`config.mk`:
```
export PLATFORM = sky130hd
export DESIGN_NAME = if_stage
export DESIGN_NICKNAME = d
export VERILOG_FILES = /design/src/rtl/riscv_pkg.sv /design/src/rtl/if_pc_reg.sv /design/src/rtl/if_stage.sv
export SDC_FILE = /design/constraint.sdc
export NUM_CORES = 1
export LEC_CHECK = 0
export ABC_AREA = 1
export BUFFER_PORTS_ARGS = -buffer_cell sky130_fd_sc_hd__buf_2
export CAP_MARGIN = 10
export CORE_UTILIZATION = 55
export CTS_CLUSTER_DIAMETER = 200
export DETAILED_ROUTE_END_ITERATION = 12
export PLACE_DENSITY = 0.85
export SYNTH_ARGS = -nofsm -noshare
export SYNTH_HDL_FRONTEND = slang
export SYNTH_HIERARCHICAL = 1
export SYNTH_SLANG_ARGS = --single-unit
```
`constraint.sdc`:
```
create_clock -name clk -period 4.8 [get_ports clk]
set_input_delay 0.48 -clock clk [delete_from_list [all_inputs] [get_ports clk]]
set_output_delay 0.48 -clock clk [all_outputs]
set_load 0.01 [all_outputs]
```
`src/rtl/riscv_pkg.sv`:
```
// Shared constants for the fetch front end: datapath width, canonical NOP and
// the default boot address.
package riscv_pkg;
  localparam int          XLEN             = 32;
  localparam logic [31:0] NOP_INSTR        = 32'h0000_0013;
  localparam logic [31:0] RESET_PC_DEFAULT = 32'h0000_0000;
endpackage

```
`src/rtl/if_pc_reg.sv`:
```
// Program counter register: a redirect wins over sequential advance, and an
// enable gates the +4 step so a stalled fetch keeps presenting the same address.
module if_pc_reg
  import riscv_pkg::*;
#(
  parameter int              XLEN     = riscv_pkg::XLEN,
  parameter logic [XLEN-1:0] RESET_PC = riscv_pkg::RESET_PC_DEFAULT
) (
  input  logic            clk_i,
  input  logic            reset_i,
  input  logic            redirect_valid_i,
  input  logic [XLEN-1:0] redirect_pc_i,
  input  logic            en_i,
  output logic [XLEN-1:0] pc_o
);

  logic [XLEN-1:0] pc_q, pc_d;

  always_comb begin
    pc_d = pc_q;
    if (redirect_valid_i) begin
      // Low bits are dropped so imem only ever sees word addresses.
      pc_d = {redirect_pc_i[XLEN-1:2], 2'b00};
    end else if (en_i) begin
      pc_d = pc_q + XLEN'(4);
    end
  end

  always_ff @(posedge clk_i or posedge reset_i) begin
    if (reset_i) pc_q <= RESET_PC;
    else         pc_q <= pc_d;
  end

  assign pc_o = pc_q;

endmodule

```
`src/rtl/if_stage.sv`:
```
// Instruction fetch stage: drives the combinational imem, captures the word into
// the IF/ID register and hands it downstream with a valid/ready handshake.
module if_stage
  import riscv_pkg::*;
#(
  parameter int              XLEN     = riscv_pkg::XLEN,
  parameter logic [XLEN-1:0] RESET_PC = riscv_pkg::RESET_PC_DEFAULT
) (
  input  logic            clk,
  input  logic            reset,
  output logic [XLEN-1:0] imem_addr,
  input  logic [XLEN-1:0] imem_rd,
  input  logic            redirect_valid,
  input  logic [XLEN-1:0] redirect_pc,
  input  logic            id_ready,
  output logic            if_valid,
  output logic [XLEN-1:0] if_instr,
  output logic [XLEN-1:0] if_pc,
  output logic [XLEN-1:0] if_pc_plus4,
  output logic            misalign_err,
  output logic [XLEN-1:0] fetch_count
);

  logic            valid_q, valid_d;
  logic [XLEN-1:0] instr_q, instr_d;
  logic [XLEN-1:0] ifpc_q, ifpc_d;
  logic [XLEN-1:0] count_q, count_d;
  logic            mis_q, mis_d;
  logic            load;
  logic [XLEN-1:0] pc;

  assign load = !valid_q || id_ready;

  if_pc_reg #(
    .XLEN     (XLEN),
    .RESET_PC (RESET_PC)
  ) u_pc (
    .clk_i            (clk),
    .reset_i          (reset),
    .redirect_valid_i (redirect_valid),
    .redirect_pc_i    (redirect_pc),
    .en_i             (load),
    .pc_o             (pc)
  );

  always_comb begin
    valid_d = valid_q;
    instr_d = instr_q;
    ifpc_d  = ifpc_q;
    count_d = count_q;
    mis_d   = mis_q;
    if (redirect_valid) begin
      // A concurrent transfer still completes; the register is simply left empty.
      valid_d = 1'b0;
      mis_d   = mis_q | (|redirect_pc[1:0]);
    end else if (load) begin
      valid_d = 1'b1;
      instr_d = imem_rd;
      ifpc_d  = pc;
      count_d = count_q + XLEN'(1);
    end
  end

  always_ff @(posedge clk or posedge reset) begin
    if (reset) begin
      valid_q <= 1'b0;
      instr_q <= XLEN'(NOP_INSTR);
      ifpc_q  <= '0;
      count_q <= '0;
      mis_q   <= 1'b0;
    end else begin
      valid_q <= valid_d;
      instr_q <= instr_d;
      ifpc_q  <= ifpc_d;
      count_q <= count_d;
      mis_q   <= mis_d;
    end
  end

  assign imem_addr    = pc;
  assign if_valid     = valid_q;
  assign if_instr     = instr_q;
  assign if_pc        = ifpc_q;
  assign if_pc_plus4  = ifpc_q + XLEN'(4);
  assign misalign_err = mis_q;
  assign fetch_count  = count_q;

endmodule

```
# ---- Word level (Yosys, flattened, before mapping)
# Cells that the tools add are included.
dict set report word_totals {
  register_bits 130
  in_bits 68
  out_inout_bits 162
  elab_cells 20
}
dict set report op_classes {
  n_addsub 3
  n_mux 4
  bitwise 2
  n_reduce_logical 5
}
# op count
set ops {}
lappend ops {{$add A32 B3 Y32 const B} 2}
lappend ops {{$mux W32} 2}
lappend ops {{$add A32 B1 Y32 const B} 1}
lappend ops {{$mux W1} 2}
lappend ops {{$reduce_and A2 Y1} 1}
lappend ops {{$reduce_bool A2 Y1} 1}
lappend ops {{$reduce_or A2 Y1} 1}
lappend ops {{$logic_not A1 Y1} 1}
lappend ops {{$logic_or A1 B1 Y1} 1}
lappend ops {{$not A1 Y1} 1}
lappend ops {{$or A1 B1 Y1} 1}

# ---- Longest topological paths before layout
# Gate-level depths: netlist (run 1).
dict set report logic_depth {
  depth_word 4
  depth_mapped 10
  depth_no_buf 9
}

# ---- Modules after synthesis
# The synthesis (run 1) kept the hierarchy.
# module instances cells_per_inst area_each_um2
set by_module_without_submodules {}
lappend by_module_without_submodules {if_stage 1 680 5187.5}
lappend by_module_without_submodules {if_pc_reg 1 307 2124.5}

# ---- Least setup slack after synthesis (run 1)
# Ideal clock, no wire load.
dict set report synth_timing {
  path_kind {register to output}
  startpoint {register ifpc_q[3], in the netlist if_pc[3]}
  endpoint {output port if_pc_plus4[18]}
  t_arrival_ps 1395
  t_required_ps 4320
  setup_slack_ps 2925
  stages_incl_launch_ff 6
  path_buffers 0
  path_cell_list {dfrtp_1 -> ha_1 -> nand3_2 -> nor3_4 -> nand3_1 -> xor2_1}
}
dict set report synth_between {
  elab_chain_len 1
}
# element line
set synth_lines {}
lappend synth_lines {{start, declared} if_stage.sv:26} ;# logic [XLEN-1:0] ifpc_q, ifpc_d;
lappend synth_lines {{start signal, assigned} if_stage.sv:74} ;# ifpc_q <= ifpc_d;
lappend synth_lines {{$add A32 B3 Y32} if_stage.sv:84} ;# assign if_pc_plus4 = ifpc_q + XLEN'(4);
lappend synth_lines {{end, declared} if_stage.sv:19} ;# output logic [XLEN-1:0] if_pc_plus4,
# No other way between the ends.

# ---- Worst setup path in the final report (run 1)
# Ends and elaborated chain as after synthesis.

==> summary.txt, run 1 <==
Post-synth top flop = dfrtp_1
Post-Route WL = 21,400 um
EDFF count, synth = 0
VDD IR max = 293 uV
Vias post-DR = 7,544
Sequential share of power = 0.419
Most frequent cells in the layout = nand2_1 (382), buf_2 (227), dfrtp_1 (125), inv_1 (91), nor2_1 (79)
Post-layout util = 0.716
Max-slew headroom = 0.222
Residual DRC = 0
Initial antenna violation count = 3
Pre-CTS setup slack = 2.20 ns
Worst setup EP type = primary output
Clock Skew = 0.00612 ns
Max Cap Viol = 0
Vias in the first global route = 7,179
Final Slew Violations = 0
Avg Inst Size Synth = 7.41 sq um
IO buf count = 227
Ys Warns = 6
Clock Sinks = 128
TNS Setup = 0 ns
Core ar. = 12,800 sq um
Die width = 117 um
Min Tclk post-route = 2.61 ns
Initial Utilization = 0.572
H-tree depth = 4
Final count of negative-setup-slack endpoints = 0
Final setup margin = 2.19 ns
Post-CTS setup buffers = 0
Area delta synth->final = 25.1%
Final #Nets = 1,282
Final GP Congestion = 0.967
Die height = 117 um
Worst Hold Class = in2async
Startpoint types = flop
Top Family by Delay on Critical Path = simple AND/OR/NAND/NOR gates
Total Power Consumption = 0.00337 W
First-pass GRT wire length = 35,000 um
#FFs+latches synth = 128
Core Rows = 41
Status = finished, final reports clean
Layout cells sized above 1 = 0.269
Power Density = 368 nW/um^2
Total gr overflow = 0
CTS Buf Count = 17
Final worst-path cycle share = 0.545
Routed Antenna Nets = 0
Clock power frac = 0.380
F_max = 0.382 GHz
Leakage = 4.81 nW
Final hold vios = 0
CTS resizes = 0
Crit path largest cell delay = 0.41 ns
Distinct cells, synth = 34
Crit Path Max Fanout = 5
CTS clock-pin slew for the worst setup and hold paths = 0.06 ns
Sequential element share of the synthesized area = 0.439
Vias per cell = 5.40
Crit-path slowest cell = dfrtp_1
CTS tree = done
Crit path kind = reg2out
Buf/Inv on CP = 1
Clk Latency, worst-skew pair = 0.42 ns
Post-synth ARST share = 1.00
Logic pwr share = 0.202
Worst hold margin = 0.0881 ns
Levels on crit path = 6
I/O pin total = 230
DRT iter0 DRCs = 754
Req. time, crit path = 4.32 ns
Root Driver = clkbuf_16
First-pass DRT Iterations = 7
Most common cell after layout, fill and taps aside = nand2_1
Largest net degree at the start of global routing = 72
Cells on worst reg2reg path = 7
Slew @ Worst Pin = 1.17 ns
RSZ-0062 raised after global routing = no
Internal Dissipation = 0.00225 W
CP cell instances = ha_1, nand3_2, nor3_4, nand3_1, xor2_1, buf_2
CTS Buffer Depth = 2
Reg-to-reg slack, setup = 2.49 ns
Total track usage = 0.321
Post-Synthesis Cells = 987
CTS Hold Bufs = 0
Die Area = 13,800 sq um
Post-DP HPWL = 15,900 um
Cell Area, Synth = 7310 sq um
Net Sw Frac = 0.333
WP data arrival = 2.13 ns
Sw Pwr = 0.00112 W
Routed WL per cell = 15.3 um
## per-stage QoR
step | instance area, sq um | cells
floorplan | 7320 | 988
global placement | 8560 | 1364
detailed placement | 8560 | 1364
CTS | 9150 | 1396
global route | 9150 | 1397
finish | 9150 | 1398
## layer usage
| layer | global-route usage | vias to the layer above | wire length [um] |
|---|---|---|---|
| li1 | - | 3557 | - |
| met1 | 0.408 | 3497 | 8660 |
| met2 | 0.526 | 429 | 10200 |
| met3 | 0.0705 | 61 | 1840 |
| met4 | 0.140 | 0 | 729 |
| met5 | 0 | - | 0 |
## kinds of logic after synthesis
family,after synthesis,share of synthesized area
and+or+nand+nor,627,0.383
DFF,128,0.439
buffers and inverters,121,0.0674
AOI/OAI and AO/OA,66,0.0563
xor gates and xnor gates,41,0.0491
adders and majority gates,3,0.00513
other,1,0.000513
## worst reg2reg max path, cell delays in order (launching register included)
cell and delay [ns]:
dfrtp_1 0.43, nand2_1 0.26, nand2_2 0.65, nor2_2 0.42, nand4_2 0.18, nor2_1 0.16
nand2_1 0.09, nand2_1 0.07
## worst paths after layout
path | endpoint | start
worst max-delay path | if_pc_plus4[18] | if_pc[3]
worst min-delay path | fetch_count[9] | reset
worst max register to register | fetch_count[30] | if_valid
worst min register to register | if_instr[1] | if_instr[1]
max in group asynchronous | if_pc[31] | reset
min in group clk | if_instr[21] | imem_rd[21]
## final cells by class
| type | count | area, sq um |
|---|---|---|
| Antenna cell | 2 | 5.00 |
| Clock buffer | 17 | 425 |
| Clock inverter | 15 | 161 |
| Fill cell | 1057 | 3620 |
| Inverter | 95 | 359 |
| Multi-Input combinational cell | 739 | 3620 |
| Sequential cell | 128 | 3210 |
| Tap cell | 172 | 215 |
| Timing Repair Buffer | 230 | 1160 |
## power by group through the flow
stage	Sequential, W	Clock, W	Combinational (W)
floorplan	0.00144	0	0.000343
global placement	0.00142	0	0.000657
detailed placement	0.00142	0	0.000680
CTS	0.00140	0.00129	0.000683
global route	0.00143	0.00134	0.000753
finish	0.00141	0.00128	0.000680
## cells in the mapped netlist, types with 5 or more instances
cell type	count	area (sq um)
and2_1	6	37.5
nand2_2	16	100
nand2_1	383	1440
nor2_1	79	297
nand3_1	63	315
clkbuf_1	5	18.8
nand3b_1	6	45.0
nand3_2	5	50.1
o21ai_0	32	160
dfrtp_1	125	3130
xnor2_1	9	78.8
nor3_1	14	70.1
buf_2	16	80.1
nor2_2	18	113
inv_1	92	345
a22oi_1	21	158
nand4_1	16	100
xor2_1	32	280
nor2_4	13	146
buf_4	5	37.5
o21bai_1	5	37.5
No activity file was read; power rests on OpenSTA's default activity.
==> inputs of run 2 (changes only) <==
--- a/config.mk
+++ b/config.mk
@@ -5,13 +5,13 @@
 export SDC_FILE = /design/constraint.sdc
 export NUM_CORES = 1
 export LEC_CHECK = 0
-export ABC_AREA = 1
+export ABC_AREA = 0
 export BUFFER_PORTS_ARGS = -buffer_cell sky130_fd_sc_hd__buf_2
 export CAP_MARGIN = 10
-export CORE_UTILIZATION = 55
+export CORE_UTILIZATION = 45
 export CTS_CLUSTER_DIAMETER = 200
 export DETAILED_ROUTE_END_ITERATION = 12
-export PLACE_DENSITY = 0.85
+export PLACE_DENSITY = 0.77
 export SYNTH_ARGS = -nofsm -noshare
 export SYNTH_HDL_FRONTEND = slang
 export SYNTH_HIERARCHICAL = 1
==> constraint.sdc (replaced) <==
create_clock -name clk -period 2.3 [get_ports clk]
set_input_delay 0.23 -clock clk [delete_from_list [all_inputs] [get_ports clk]]
set_output_delay 0.23 -clock clk [all_outputs]
set_load 0.01 [all_outputs]
==> summary.txt, run 2 <==
EDFF count, synth = 0 (unchanged)
Worst r2r src = if_valid
RR Endpoint = u_pc/pc_o[28]
Core ar. = 13,300 sq um (+4.5%)
Post-Synthesis Cells = 547 (-45%)
CTS Buffer Depth = 2 (unchanged)
F_max = 0.416 GHz
Slew @ Worst Pin = 0.683 ns (-0.482 ns)
Area delta synth->final = 34.6%
Sw Pwr = 0.00200 W (+78%)
CTS clock-pin slew for the worst setup and hold paths = 0.06 ns (about the same)
Most common library cells after synthesis = dfrtp_1 (125), mux2_2 (63), nand2_1 (56)
Post-synth top flop = dfrtp_1
Clock Sinks = 128 (unchanged)
Clk Latency, worst-skew pair = 0.41 ns (about the same)
Net Sw Frac = 0.290 (-0.0424)
VDD IR max = 558 uV (+90%)
Die Area = 14,300 sq um (+3.6%)
Sequential share of power = 0.419 (about the same)
Failing checks = setup timing
Worst Hold Class = in2reg
Status = finished with violations
Max-slew headroom = 0.542 (+0.320)
Final count of negative-setup-slack endpoints = 8 (+8)
Cell with the most instances after synthesis = dfrtp_1
#FFs+latches synth = 128 (unchanged)
Post-synth top area share = 0.504 (+0.0764)
Avg Inst Size Synth = 11.3 sq um (+53%)
Total Power Consumption = 0.00688 W (+100%)
CTS tree = done
Cells on worst reg2reg path = 6 (-1)
Pre-CTS setup slack = 0.207 ns (-1.99 ns)
Power Density = 823 nW/um^2 (+120%)
Hold EP = u_pc/pc_o[16]
First-pass DRT Iterations = 4 (-3)
Startpoint types = flop
Worst hold stages = 3
Crit Path Max Fanout = 6 (+1)
Area leader, netlist = dfrtp_1
H-tree depth = 4 (unchanged)
Clock power frac = 0.378 (-0.002)
Max Cap Viol = 0 (unchanged)
Crit path kind = reg2out
Hold wc startpoint = redirect_pc[16]
Vias post-DR = 5,154 (-32%)
Ant diodes = 0 (-2)
Routed WL per cell = 16.0 um (+4.2%)
CTS Buf Count = 17 (unchanged)
Placed Area = 7600 sq um (-11%)
Sequential Area = 3210 sq um (+0.16%)
Post-Route WL = 15,800 um (-26%)
Die height = 119 um (+1.8%)
Final worst-path cycle share = 1.05
Total track usage = 0.230 (-0.0911)
Post-DP HPWL = 11,100 um (-30%)
Worst setup EP type = primary output
Initial antenna violation count = 0 (-3)
Reg-to-reg slack, setup = 0.27 ns (-2.22 ns)
RSZ-0062 raised after global routing = yes
Final Slew Violations = 0 (unchanged)
Final #Nets = 874 (-32%)
Vias per cell = 5.20 (-3.7%)
WP data arrival = 2.18 ns (+0.05 ns)
Final-layout fill cell count = 1,088 (+2.9%)
TNS Setup = -0.623 ns (-0.623 ns)
Clock Skew = 0.00575 ns (-0.000366 ns)
Residual DRC = 0 (unchanged)
Final setup margin = -0.106 ns (-2.29 ns)
Final Cell Area = 8350 sq um (-8.7%)
Final GP Congestion = 0.849 (-12%)
Post-synth ARST share = 1.00 (unchanged)
Most common cell after layout, fill and taps aside = buf_2
Internal Dissipation = 0.00488 W (+120%)
Critical Path Start = if_pc[2]
Req. time, crit path = 2.07 ns (-2.25 ns)
Vias in the first global route = 5,097 (-29%)
Layout cells sized above 1 = 0.467 (+0.198)
Largest net degree at the start of global routing = 53 (-26%)
Sequential element share of the synthesized area = 0.517 (+0.0784)
Initial Utilization = 0.465 (-0.108)
Most frequent cells in the layout = buf_2 (227), dfrtp_1 (121), mux2_2 (63), nand2_1 (56), xnor2_1 (45)
Logic pwr share = 0.203 (about the same)
DRT iter0 DRCs = 236 (-69%)
Distinct cells, synth = 48 (+41%)
Total gr overflow = 0 (unchanged)
Root Driver = clkbuf_16
IO buf count = 227 (unchanged)
Die width = 119 um (+1.8%)
Ys Warns = 6 (unchanged)
Routed Antenna Nets = 0 (unchanged)
Final hold vios = 0 (unchanged)
First-pass GRT wire length = 25,600 um (-27%)
Core Rows = 42 (+2.4%)
Cell Area, Synth = 6200 sq um (-15%)
Leakage = 3.92 nW (-18%)
Area occupied by multi-input gates = 2900 sq um (-20%)
Ranking of synthesized cells by area = dfrtp_1 (50%), mux2_2 (11%), xnor2_1 (6.4%), xor2_1 (3.7%), nand2_1 (3.4%)
Worst hold margin = 0.0200 ns (-0.0681 ns)
I/O pin total = 230 (unchanged)
Min Tclk post-route = 2.41 ns
run 2: changes by cell type in the layout (fill, tap and decap cells not counted), sizes merged, moves of 28 or more:
cell	delta
mux2	+63
buf	+28
nor2	-82
xnor2	+37
nand3	-33
inv	-93
nand2	-344
run 2: how the worst max path moves through the flow:
stage	end	slack (ns)	depth (start not counted)
floorplan	if_pc_plus4[28]	0.37	6
global placement	if_pc_plus4[28]	0.24	7
detailed placement	if_pc_plus4[28]	0.21	7
CTS	if_pc_plus4[28]	-0.17	7
global route	if_pc_plus4[29]	-0.27	8
finish	if_pc_plus4[31]	-0.11	8
run 2: layout make-up:
type / instances / share of cell area
Inverter: 8 / 0.00404
Clock buffer: 22 / 0.0556
Sequential cell: 128 / 0.385
Tap cell: 176 / 0.0264
Clock inverter: 10 / 0.0133
Multi-Input combinational cell: 389 / 0.347
Timing Repair Buffer: 259 / 0.169
run 2: critical path, stage by stage (launching register included):
cell	delay, ns
dfrtp_1	0.35
buf_4	0.13
nand4_1	0.16
nor4_2	0.33
buf_4	0.16
and2b_2	0.21
nand3_1	0.12
xnor2_1	0.14
buf_2	0.14
run 2: cells by family (layout without fill, tap and decap cells):
| kind of cell | count (synthesis) | after routing | synth area share |
|---|---|---|---|
| adders and majority gates | 3 | 3 | 0.00605 |
| muxes | 64 | 64 | 0.116 |
| AOI/OAI and AO/OA | 45 | 45 | 0.0444 |
| DFF | 128 | 128 | 0.517 |
| xor gates and xnor gates | 72 | 72 | 0.103 |
| other | 1 | 2 | 0.000605 |
| buffers and inverters | 31 | 299 | 0.0272 |
| and+or+nand+nor | 203 | 203 | 0.186 |
run 2: layer usage:
| metal | routed length, um | track usage | up-vias |
|---|---|---|---|
| met1 | 6610 | 0.287 | 2488 |
| met4 | 326 | 0.0891 | 0 |
| met5 | 0 | 0 | - |
| met3 | 914 | 0.0651 | 25 |
| met2 | 7990 | 0.376 | 181 |
| li1 | - | - | 2460 |
run 2: repair_timing:
item | in CTS | in global routing
setup buffers | 8 | 6
pin swaps | 5 | 6
resized for setup | 11 | 8
hold buffers | 1 | 0
endpoints found under the setup margin | 15 | 20
hold endpoints to repair | 125 | 0
run 2: metrics by stage:
| step | std cells | util |
|---|---|---|
| finish | 992 | 0.626 |
| global route | 992 | 0.626 |
| CTS | 986 | 0.621 |
| detailed placement | 946 | 0.569 |
| global placement | 946 | 0.569 |
| floorplan | 548 | - |
run 2: power groups by stage:
stage                     registers, W  logic [W]  clock network [W]
after global routing           0.00293    0.00152            0.00276
after floorplan                0.00299   0.000611                  0
after detailed placement       0.00291    0.00133                  0
after global placement         0.00289    0.00131                  0
final                          0.00288    0.00140            0.00260
after CTS                      0.00289    0.00137            0.00265
